[src/rtl/forth_bus_pkg.sv]
// Shared definitions for the Forth CPU-side bus blocks: transaction state
// encoding, grant encodings, default watchdog width and the round-robin pick.
package forth_bus_pkg;

  localparam int DEFAULT_TIMEOUT_BITS = 8;

  typedef enum logic [1:0] {
    BUS_IDLE = 2'd0,
    BUS_BUSY = 2'd1,
    BUS_RESP = 2'd2
  } bus_state_e;

  localparam logic [1:0] GRANT_NONE = 2'b00;
  localparam logic [1:0] GRANT_M0   = 2'b01;
  localparam logic [1:0] GRANT_M1   = 2'b10;

  // On a tie the master that did not own the previous transaction wins.
  function automatic logic [1:0] rr_pick(input logic m0_req,
                                         input logic m1_req,
                                         input logic last_m1);
    logic [1:0] pick;
    pick = GRANT_NONE;
    if (m0_req && m1_req) begin
      pick = last_m1 ? GRANT_M0 : GRANT_M1;
    end else if (m0_req) begin
      pick = GRANT_M0;
    end else if (m1_req) begin
      pick = GRANT_M1;
    end
    return pick;
  endfunction

endpackage

[src/rtl/bus_watchdog.sv]
// Slave watchdog: counts enabled cycles and flags the last allowed one.
// expired is high during the (2^TIMEOUT_BITS-1)-th enabled cycle; TIMEOUT_BITS >= 2.
module bus_watchdog
  import forth_bus_pkg::*;
#(
  parameter int TIMEOUT_BITS = DEFAULT_TIMEOUT_BITS
) (
  input  logic clk,
  input  logic nreset,
  input  logic clear,
  input  logic enable,
  output logic expired
);

  localparam logic [TIMEOUT_BITS-1:0] LAST_COUNT = {{(TIMEOUT_BITS-1){1'b1}}, 1'b0};

  logic [TIMEOUT_BITS-1:0] count_q;

  assign expired = enable && (count_q == LAST_COUNT);

  always_ff @(posedge clk) begin
    if (!nreset || clear) begin
      count_q <= '0;
    end else if (enable && !expired) begin
      count_q <= count_q + 1'b1;
    end
  end

endmodule

[src/rtl/forth_mem_arbiter.sv]
// Two-master, single-slave memory arbiter with round-robin tie break and a
// slave watchdog that completes a hung transaction with an error.
module forth_mem_arbiter
  import forth_bus_pkg::*;
#(
  parameter int WIDTH        = 16,
  parameter int TIMEOUT_BITS = DEFAULT_TIMEOUT_BITS
) (
  input  logic             clk,
  input  logic             nreset,

  input  logic             m0_valid,
  input  logic             m0_nwr,
  input  logic [WIDTH-1:0] m0_address,
  input  logic [WIDTH-1:0] m0_wdata,
  output logic             m0_ready,
  output logic             m0_error,
  output logic [WIDTH-1:0] m0_rdata,

  input  logic             m1_valid,
  input  logic             m1_nwr,
  input  logic [WIDTH-1:0] m1_address,
  input  logic [WIDTH-1:0] m1_wdata,
  output logic             m1_ready,
  output logic             m1_error,
  output logic [WIDTH-1:0] m1_rdata,

  output logic             s_valid,
  output logic             s_nwr,
  output logic [WIDTH-1:0] s_address,
  output logic [WIDTH-1:0] s_wdata,
  input  logic             s_ready,
  input  logic [WIDTH-1:0] s_rdata,

  output logic [1:0]       grant
);

  bus_state_e state_q, state_d;
  logic [1:0] grant_q;
  logic [1:0] pick;
  logic       last_m1_q;
  logic       timed_out_q;
  logic       wd_expired;
  logic       in_busy;

  assign in_busy = (state_q == BUS_BUSY);
  assign pick    = rr_pick(m0_valid, m1_valid, last_m1_q);

  bus_watchdog #(
    .TIMEOUT_BITS (TIMEOUT_BITS)
  ) u_watchdog (
    .clk     (clk),
    .nreset  (nreset),
    .clear   (!in_busy),
    .enable  (in_busy),
    .expired (wd_expired)
  );

  always_ff @(posedge clk) begin
    if (!nreset) begin
      state_q <= BUS_IDLE;
    end else begin
      state_q <= state_d;
    end
  end

  always_comb begin
    state_d = state_q;
    case (state_q)
      BUS_IDLE: if (m0_valid || m1_valid) state_d = BUS_BUSY;
      BUS_BUSY: if (s_ready || wd_expired) state_d = BUS_RESP;
      BUS_RESP: state_d = BUS_IDLE;
      default:  state_d = BUS_IDLE;
    endcase
  end

  // Slave request is latched at grant so it stays stable for the whole of BUSY
  // regardless of what the masters do; s_ready beats a simultaneous timeout.
  always_ff @(posedge clk) begin
    if (!nreset) begin
      grant_q     <= GRANT_NONE;
      last_m1_q   <= 1'b1;
      timed_out_q <= 1'b0;
      s_valid     <= 1'b0;
      s_nwr       <= 1'b1;
      s_address   <= '0;
      s_wdata     <= '0;
      m0_rdata    <= '0;
      m1_rdata    <= '0;
    end else begin
      case (state_q)
        BUS_IDLE: begin
          if (pick != GRANT_NONE) begin
            grant_q     <= pick;
            last_m1_q   <= pick[1];
            timed_out_q <= 1'b0;
            s_valid     <= 1'b1;
            s_nwr       <= pick[1] ? m1_nwr     : m0_nwr;
            s_address   <= pick[1] ? m1_address : m0_address;
            s_wdata     <= pick[1] ? m1_wdata   : m0_wdata;
          end
        end
        BUS_BUSY: begin
          if (s_ready || wd_expired) begin
            s_valid     <= 1'b0;
            s_nwr       <= 1'b1;
            timed_out_q <= !s_ready;
            if (grant_q[0]) begin
              m0_rdata <= s_ready ? s_rdata : '1;
            end
            if (grant_q[1]) begin
              m1_rdata <= s_ready ? s_rdata : '1;
            end
          end
        end
        BUS_RESP: begin
          grant_q     <= GRANT_NONE;
          timed_out_q <= 1'b0;
        end
        default: begin
          grant_q <= GRANT_NONE;
        end
      endcase
    end
  end

  assign grant    = grant_q;
  assign m0_ready = (state_q == BUS_RESP) && grant_q[0];
  assign m1_ready = (state_q == BUS_RESP) && grant_q[1];
  assign m0_error = m0_ready && timed_out_q;
  assign m1_error = m1_ready && timed_out_q;

endmodule

[config.mk]
export PLATFORM = sky130hd
export DESIGN_NAME = forth_mem_arbiter
export DESIGN_NICKNAME = d
export VERILOG_FILES = /design/src/rtl/forth_bus_pkg.sv /design/src/rtl/bus_watchdog.sv /design/src/rtl/forth_mem_arbiter.sv
export SDC_FILE = /design/constraint.sdc
export NUM_CORES = 1
export LEC_CHECK = 0
export BUFFER_PORTS_ARGS = -buffer_cell sky130_fd_sc_hd__clkbuf_2
export CAP_MARGIN = 20
export CORE_ASPECT_RATIO = 1.5
export CORE_MARGIN = 2
export CORE_UTILIZATION = 29
export CTS_BUF_LIST = sky130_fd_sc_hd__clkbuf_8
export CTS_CLUSTER_SIZE = 30
export DETAILED_ROUTE_END_ITERATION = 6
export HOLD_SLACK_MARGIN = 0.12
export PLACE_DENSITY = 0.61
export SYNTH_ARGS = -nofsm -noshare
export SYNTH_HDL_FRONTEND = slang
export SYNTH_SLANG_ARGS = --single-unit
[constraint.sdc]
create_clock -name clk -period 4.5 [get_ports clk]
set_clock_uncertainty 0.2 [all_clocks]
set_input_delay 0.9 -clock clk [delete_from_list [all_inputs] [get_ports clk]]
set_output_delay 0.9 -clock clk [all_outputs]
set_load 0.005 [all_outputs]
# Word-level counts from Yosys, hierarchy flattened
# Index checks and enable logic that the tools add are counted.
# op_classes
add_sub_neg	1
eq_ne	6
n_mux	22
bitwise	1
reduce_logical	25
# ops
op	n
2-to-1 mux 16 bit	3
2-to-1 mux 2 bit	7
AND reduction 3 bit	4
adder 8 x 1 -> 8 bit, second input constant	1
equality test 8 bit, second input constant	1
one-hot mux 2 bit (2 select lines)	2
logical AND 1 bit	7
2-to-1 mux 1 bit	7
AND reduction 2 bit	3
zero test 1 bit	4
inequality test 2 bit, second input constant	2
one-hot mux 1 bit (2 select lines)	2
nonzero test 2 bit	2
logical OR 1 bit	3
one-hot mux 1 bit (3 select lines)	1
nonzero test 3 bit	1
equality test 2 x 1 -> 1 bit, second input constant	1
equality test 2 bit, second input constant	1
zero test 2 bit	1
inequality test 2 x 1 -> 1 bit, second input constant	1
inverter 1 bit	1
# word_totals
ff_bits	80
in_bits	87
out_inout_bits	72

# Logic depth before layout (Yosys ltp)
# Gate-level depths: netlist of the first run.
# depth
depth_word	6
mapped_depth	9
mapped_depth_nobuf	6

# By module
# From an unflattened synthesis of the first run, not the netlist that was laid out.
# hier_totals
hier_cells	374
area_unflattened_um2	3570.9
# modules_own_cells
module	instances	cells_each	area_per_inst_um2	seq_area_each_um2
forth_mem_arbiter	1	325	3138.0	1441.4
bus_watchdog	1	49	432.9	160.2

# Worst setup path before layout of the first run
# No wires, ideal clock.
# synth_path
path_kind	in2reg
startpoint	in m0_valid
endpoint	reg s_address[0]
t_arrival_ps	1694
required_time_ps	4154
setup_slack_ps	2460
cell_stages	6
path_buffers	2
path_cell_list	nor3b_4 > nor2_2 > buf_2 > buf_4 > nor2_1 > a211oi_2
# synth_via
elab_chain_cells	4
elab_cells_between_ends	6
# synth_lines
element	line_no	source
from (decl)	forth_mem_arbiter.sv:12	input logic m0_valid,
2-to-1 mux 2 bit / logical AND 1 bit (equally long branches)	forth_bus_pkg.sv:25, forth_bus_pkg.sv:23	
2-to-1 mux 2 bit *	forth_bus_pkg.sv:23	if (m0_req && m1_req) begin
nonzero test 2 bit	forth_mem_arbiter.sv:93	if (pick != GRANT_NONE) begin
AND reduction 2 bit (no source line)	n/a	
to (signal assigned)	forth_mem_arbiter.sv:99	s_address <= pick[1] ? m1_address : m0_address;
to (decl)	forth_mem_arbiter.sv:30	output logic [WIDTH-1:0] s_address,
# Every way passes the cells marked *; elsewhere a longest branch is shown, timed or not.
# A chain may end at the register's enable or synchronous reset.

# Final worst setup path of the first run
# layout_path
startpoint	in m1_valid
endpoint	reg s_wdata[11]
# layout_via
elab_chain_cells	5
elab_cells_between_ends	7
# layout_lines
element	line_no	source
from (decl)	forth_mem_arbiter.sv:20	input logic m1_valid,
2-to-1 mux 2 bit	forth_bus_pkg.sv:27	end else if (m1_req) begin
2-to-1 mux 2 bit	forth_bus_pkg.sv:25	end else if (m0_req) begin
2-to-1 mux 2 bit *	forth_bus_pkg.sv:23	
nonzero test 2 bit	forth_mem_arbiter.sv:93	
AND reduction 2 bit (no source line)	n/a	
to (signal assigned)	forth_mem_arbiter.sv:100	s_wdata <= pick[1] ? m1_wdata : m0_wdata;
to (decl)	forth_mem_arbiter.sv:31	output logic [WIDTH-1:0] s_wdata,
# Marked as above.

==> out/metrics.csv, run 1 <==
stage;metric;value;unit
clock_tree;Max Buffers Root-to-Sink;2;
yosys;Cell Area, Synth;0.00369;sq mm
cells_and_area;Layout area overhead;28.1;%
worst_hold_path;worst min path class;flip-flop to flip-flop;
yosys;most frequent cell after synthesis;dfxtp_1;
placed_design;Port Buffers;158;
floorplanning;I/O Pins;159;
power_and_ir_drop;total power;0.00196;W
yosys;Mapped Nets;432;
run_status;status;finished clean;
floorplanning;core outline area;0.0124;sq mm
sta;worst slew pin tran;0.953;ns
clock_tree;CTS Root Cell;clkbuf_8;
route;final WL;9500;um
flow_run;Max-cap violations;0;
floorplanning;placement row count;50;
clock_tree;Clk Latency, worst-skew pair;0.35;ns
grt;first-pass GRT wire length;14500;um
floorplanning;Die W;96.1;um
clock_tree;setup bufs post-CTS;0;
sta;Final Critical Period;2.55;ns
floorplanning;Initial Util;29.7;%
critical_path;slowest CP cell;a21boi_4;
yosys;synth unique cells;44;
power_and_ir_drop;Worst VDD drop;188;uV
route;drt drc;0;
yosys;Synth async-reset ratio;0;%
yosys;cells after synthesis;339;
route;vias per inst;4.88;
critical_path;crit path launch type;input pin;
yosys;YS warnings;0;
clock_tree;CTS clock-pin slew for the worst setup and hold paths;0.08;ns
placed_design;Post-DP Area;0.00453;sq mm
yosys;ranking of synthesized cells by area;dfxtp_1, a211oi_2, o221a_1, mux2i_1, nor2_1;
cells_and_area;ratio of cells with drive above 1 in the final layout;44.0;%
sta;setup ws final;1.95;ns
critical_path;crit end category;flip-flop;
sta;setup TNS;0;ns
clock_tree;CTS Buf Count;9;
sta;final setup vio count;0;
placed_design;DP HPWL;6940;um
grt;largest net degree at the start of global routing;40;
yosys;top cell type by total area after synthesis;dfxtp_1;
sta;Rel. slew slack;36.4;%
yosys;top cells by count, synth;dfxtp_1, nor2_1, mux2i_1;
floorplanning;die height;142;um
critical_path;Crit Path Category;input pin to flip-flop;
placed_design;Final GP Congestion;0.693;
cells_and_area;Antenna Cells;0;
route;Antenna Violating Nets Remaining;0;
clock_tree;# hold bufs at CTS;0;
route;First-pass DRT Iterations;4;
yosys;Top FF cell, synth;dfxtp_1;
yosys;top cell type's share of synthesized area;43.4;%
sta;Final Cycle Share;56.6;%
grt;overall global routing resource usage;13.6;%
floorplanning;die area;0.0137;sq mm
route;via count;3157;
critical_path;CP required;4.49;ns
grt;total grt overflow;0;
route;Initial DRC Count;69;
critical_path;Buf/Inv on CP;2;
cells_and_area;final net count;579;
critical_path;Critical Path AT;2.54;ns
yosys;synthesized area per cell;10.9;sq um
power_and_ir_drop;P_leak;2.08;nW
clock_tree;CTS tree;yes;
route;drt wl/cell;14.7;um
grt;number of global-route vias before repair;3027;
sta;Final Hold Vio Count;0;
critical_path;kind of cell adding the most delay to the critical path;compound AO/OA/AOI/OAI gates;
critical_path;worst-path cell chain;clkbuf_2, a21boi_4, buf_4, mux2i_1, a211oi_2;
yosys;Post-synth EDFFs;0;
sta;max-slew violations;0;
placed_design;Setup WS pre-CTS;1.56;ns
sta;RSZ-0062 raised after global routing;false;
clock_tree;Sink Count;80;
sta;fmax;393;MHz
grt;initial antenna violation count;0;
critical_path;CP peak stage delay;0.65;ns
cells_and_area;Filler cells;1257;
clock_tree;CTS H-tree depth;3;
yosys;Seq/Total Area, Yosys;43.4;%
power_and_ir_drop;PwrDens;415;mW/mm^2
critical_path;critical path fanouts, max;18;
cells_and_area;post-route cell area;0.00473;sq mm
clock_tree;Post-CTS Resized;0;
yosys;Synth Register Bits;80;
[final timing paths]
kind                                 start                    end  slack (ns)  cells after the start
worst max-delay path              m1_valid            s_wdata[11]        1.95                      5
worst min-delay path            state_q[1]             state_q[1]        0.29                      2
worst max register to register  state_q[1]  u_watchdog.count_q[5]        2.02                      7
worst min register to register  state_q[1]             state_q[1]        0.29                      2
[cell families after synthesis]
kind of cell / synth area share, %
AO/OA/AOI/OAI: 25.8
AND/OR/NAND/NOR: 12.6
flip-flops: 43.4
multiplexers: 9.49
buffers and inverters: 5.56
adder cells (fa/ha/maj): 2.03
XOR/XNOR: 1.19
[worst reg2reg max path: stages, from the launching register on]
cell and delay (ns):
dfxtp_1 0.33, inv_1 0.10, ha_1 0.57, buf_4 0.33, nand4_1 0.20, a311oi_1 0.41, xnor2_1 0.18, nor2_1 0.05
[metal layers]
layer	up-vias	global-route usage [%]	routed length, um
li1	1548	-	-
met1	1481	14.9	3840
met2	116	23.3	4780
met3	12	4.45	731
met4	0	6.02	148
met5	-	0	0
[per-stage QoR]
step                      hold WS, ns  cells  util [%]
after floorplan                 0.251    339         -
after global placement          0.265    631      36.4
after detailed placement        0.290    631      36.4
after CTS                       0.301    647      38.0
after global routing            0.319    647      38.0
final                           0.295    647      38.0
[cell usage in the layout, fill, tap and decap left out, types with 6 or more instances in the layout]
| master | instances |
|---|---|
| a211oi_2 | 30 |
| a21oi_1 | 9 |
| clkbuf_2 | 158 |
| clkbuf_8 | 9 |
| dfxtp_1 | 80 |
| ha_1 | 6 |
| mux2i_1 | 35 |
| nand2_1 | 11 |
| nand2b_1 | 16 |
| nor2_1 | 42 |
| o221a_1 | 33 |
[power breakdown]
| group | internal [W] | switching, W |
|---|---|---|
| Clock | 0.000257 | 0.000272 |
| Sequential | 0.000805 | 0.0000590 |
| Combinational | 0.000246 | 0.000323 |
[flip-flops by register name, indices dropped and copies added (netlist names)]
signal / flops
last_m1_q: 1
s_valid: 1
s_nwr: 1
s_wdata: 16
m1_rdata: 16
state_q: 2
u_watchdog.count_q: 8
s_address: 16
grant: 2
timed_out_q: 1
m0_rdata: 16
[layout make-up]
class	instances	area (sq um)	area share, %
multi-input combinational	228	1900	40.1
clock buffer	9	124	2.62
clock inverter	7	72.6	1.53
sequential	80	1600	33.9
inverter	5	18.8	0.397
timing repair buffer	162	821	17.3
tap	156	195	4.13
Power figures use the tool's default switching activity.
==> inputs of run 2 (changes only) <==
--- a/config.mk
+++ b/config.mk
@@ -14,7 +14,7 @@
 export CTS_CLUSTER_SIZE = 30
 export DETAILED_ROUTE_END_ITERATION = 6
 export HOLD_SLACK_MARGIN = 0.12
-export PLACE_DENSITY = 0.61
+export PLACE_DENSITY = 0.63
 export SYNTH_ARGS = -nofsm -noshare
 export SYNTH_HDL_FRONTEND = slang
 export SYNTH_SLANG_ARGS = --single-unit
==> constraint.sdc (replaced) <==
create_clock -name clk -period 2.2 [get_ports clk]
set_clock_uncertainty 0.2 [all_clocks]
set_input_delay 0.44 -clock clk [delete_from_list [all_inputs] [get_ports clk]]
set_output_delay 0.44 -clock clk [all_outputs]
set_load 0.005 [all_outputs]
==> run 2 against run 1 <==
Compared with the run above: global-route usage increased by 0.090 points; final area increased by 2.8%; sequential power increased by 100%; non-clock buffer count increased by 8; routed wire length increased by 1.3%; total power increased by 120%; hold slack got worse by 0.054 ns.
==> out/metrics.csv, run 2 (synthesis results as in run 1) <==
stage;metric;value;unit;change
cells_and_area;commonest cells after routing, fill and taps aside;clkbuf_2, dfxtp_1, nor2_1;;
sta;Final Critical Period;1.99;ns;
sta;max-slew violations;0;;unchanged
cells_and_area;area of the multi-input gates;0.00190;sq mm;unchanged
route;Antenna Violating Nets Remaining;0;;unchanged
cells_and_area;Filler cells;1236;;-1.7%
placed_design;Final GP Congestion;0.793;;+14%
clock_tree;CTS clock-pin slew for the worst setup and hold paths;0.09;ns;about the same
clock_tree;Max Buffers Root-to-Sink;2;;unchanged
sta;RSZ-0062 raised after global routing;false;;
critical_path;crit end category;flip-flop;;
flow_run;Max-cap violations;0;;unchanged
cells_and_area;register area;0.00160;sq mm;unchanged
run_status;status;finished clean;;
critical_path;Worst R2R Start;state_q[0];;
sta;fmax;503;MHz;
cells_and_area;ratio of cells with drive above 1 in the final layout;45.1;%;+1.1 points
clock_tree;CTS Buf Count;9;;unchanged
route;drt wl/cell;14.7;um;about the same
clock_tree;CTS Root Cell;clkbuf_8;;
grt;number of global-route vias before repair;3137;;+3.6%
floorplanning;Die W;96.1;um;unchanged
floorplanning;die area;0.0137;sq mm;unchanged
power_and_ir_drop;P_leak;2.14;nW;+3.1%
cells_and_area;Layout area overhead;31.7;%;
grt;total grt overflow;0;;unchanged
clock_tree;Sink Count;80;;unchanged
critical_path;crit path launch type;flip-flop;;
floorplanning;die height;142;um;unchanged
clock_tree;setup bufs post-CTS;0;;unchanged
power_and_ir_drop;Worst VDD drop;306;uV;+62%
cells_and_area;final design utilization;39.1;%;+1.1 points
route;via count;3199;;+1.3%
clock_tree;Clk Latency, worst-skew pair;0.34;ns;about the same
clock_tree;CTS tree;yes;;
critical_path;critical path fanouts, max;26;;+8
route;drt drc;0;;unchanged
sta;Final Hold Vio Count;0;;unchanged
placed_design;Inst Count DP;638;;+1.1%
placed_design;Port Buffers;158;;unchanged
floorplanning;Initial Util;29.7;%;unchanged
worst_hold_path;worst min path class;input pin to flip-flop;;
route;final WL;9630;um;+1.3%
critical_path;Crit Path Category;flip-flop to flip-flop;;
floorplanning;I/O Pins;159;;unchanged
sta;final setup vio count;0;;unchanged
sta;Rel. slew slack;58.3;%;+22 points
critical_path;Setup crit start;state_q[0];;
cells_and_area;most common cell after layout, fill and taps aside;clkbuf_2;;
clock_tree;# hold bufs at CTS;0;;unchanged
route;First-pass DRT Iterations;4;;unchanged
grt;first-pass GRT wire length;14700;um;+1.2%
critical_path;Critical Path AT;2.03;ns;-0.51 ns
sta;setup TNS;0;ns;unchanged
cells_and_area;Antenna Cells;0;;unchanged
floorplanning;core outline area;0.0124;sq mm;unchanged
critical_path;FF-to-FF setup slack;0.21;ns;-1.81 ns
power_and_ir_drop;total power;0.00425;W;+120%
critical_path;CP required;2.24;ns;-2.25 ns
sta;Final Cycle Share;90.5;%;
route;vias per inst;4.88;;about the same
placed_design;DP HPWL;7150;um;+3.0%
power_and_ir_drop;PwrDens;873;mW/mm^2;+110%
route;Initial DRC Count;110;;+59%
grt;overall global routing resource usage;13.7;%;+0.090 points
cells_and_area;final net count;587;;+1.4%
clock_tree;CTS H-tree depth;3;;unchanged
floorplanning;placement row count;50;;unchanged
sta;worst slew pin tran;0.623;ns;-0.330 ns
clock_tree;Post-CTS Resized;0;;unchanged
worst_hold_path;Hold Path Origin;m0_wdata[2];;
cells_and_area;Cell Count, Final, Fillers Out;655;;+1.2%
grt;largest net degree at the start of global routing;53;;+33%
grt;initial antenna violation count;0;;unchanged
run 2: cell count changes in the layout (fill, tap and decap cells not counted):
cell | before | now
bufinv_16 | 1 | 2
clkbuf_16 | 0 | 1
buf_4 | 4 | 9
clkinv_2 | 1 | 0
buf_12 | 0 | 2
inv_1 | 5 | 4
inv_6 | 1 | 2
run 2: layout make-up:
class	instances	share of cell area (%)
clock buffers	9	2.55
clock inverters	7	2.11
multi-input cells	228	39.0
flip-flops and latches	80	32.9
well taps	156	4.01
inverters	5	0.386
repair buffers	170	19.0
run 2: worst max-delay path, cell delays in order (launching register included):
cell and delay (ns):
dfxtp_1 0.39, inv_1 0.09, ha_1 0.25, nor3b_4 0.20, nor2_4 0.26, buf_12 0.22
nor2_1 0.05, a211oi_1 0.22
run 2: per-layer routing:
metal	up-vias	GRT usage, %	part of all wire, %
met3	5	4.34	7.6
li1	1567	-	-
met4	0	4.36	0.83
met5	-	0	0
met2	120	23.9	51
met1	1507	15.5	41
run 2: where the power goes:
group	switching, W	internal [W]	total (W)
clock	0.000561	0.000651	0.00121
combinational	0.000698	0.000574	0.00127
sequential	0.000115	0.00165	0.00176
run 2: worst paths after layout:
kind,to,cells after the start
worst max register to register,s_wdata[9],7
worst min-delay path,s_wdata[2],3
worst max-delay path,s_wdata[9],7
worst min register to register,state_q[1],2
run 2: stage by stage:
stage	setup slack [ns]	hold WS [ns]	cell area, sq um
6_report	0.210	0.241	4860
3_5_place_dp	0.152	0.277	4610
5_1_grt	0.0200	0.226	4860
3_3_place_gp	0.318	0.260	4610
2_1_floorplan	0.363	0.251	3690
4_1_cts	0.120	0.216	4840
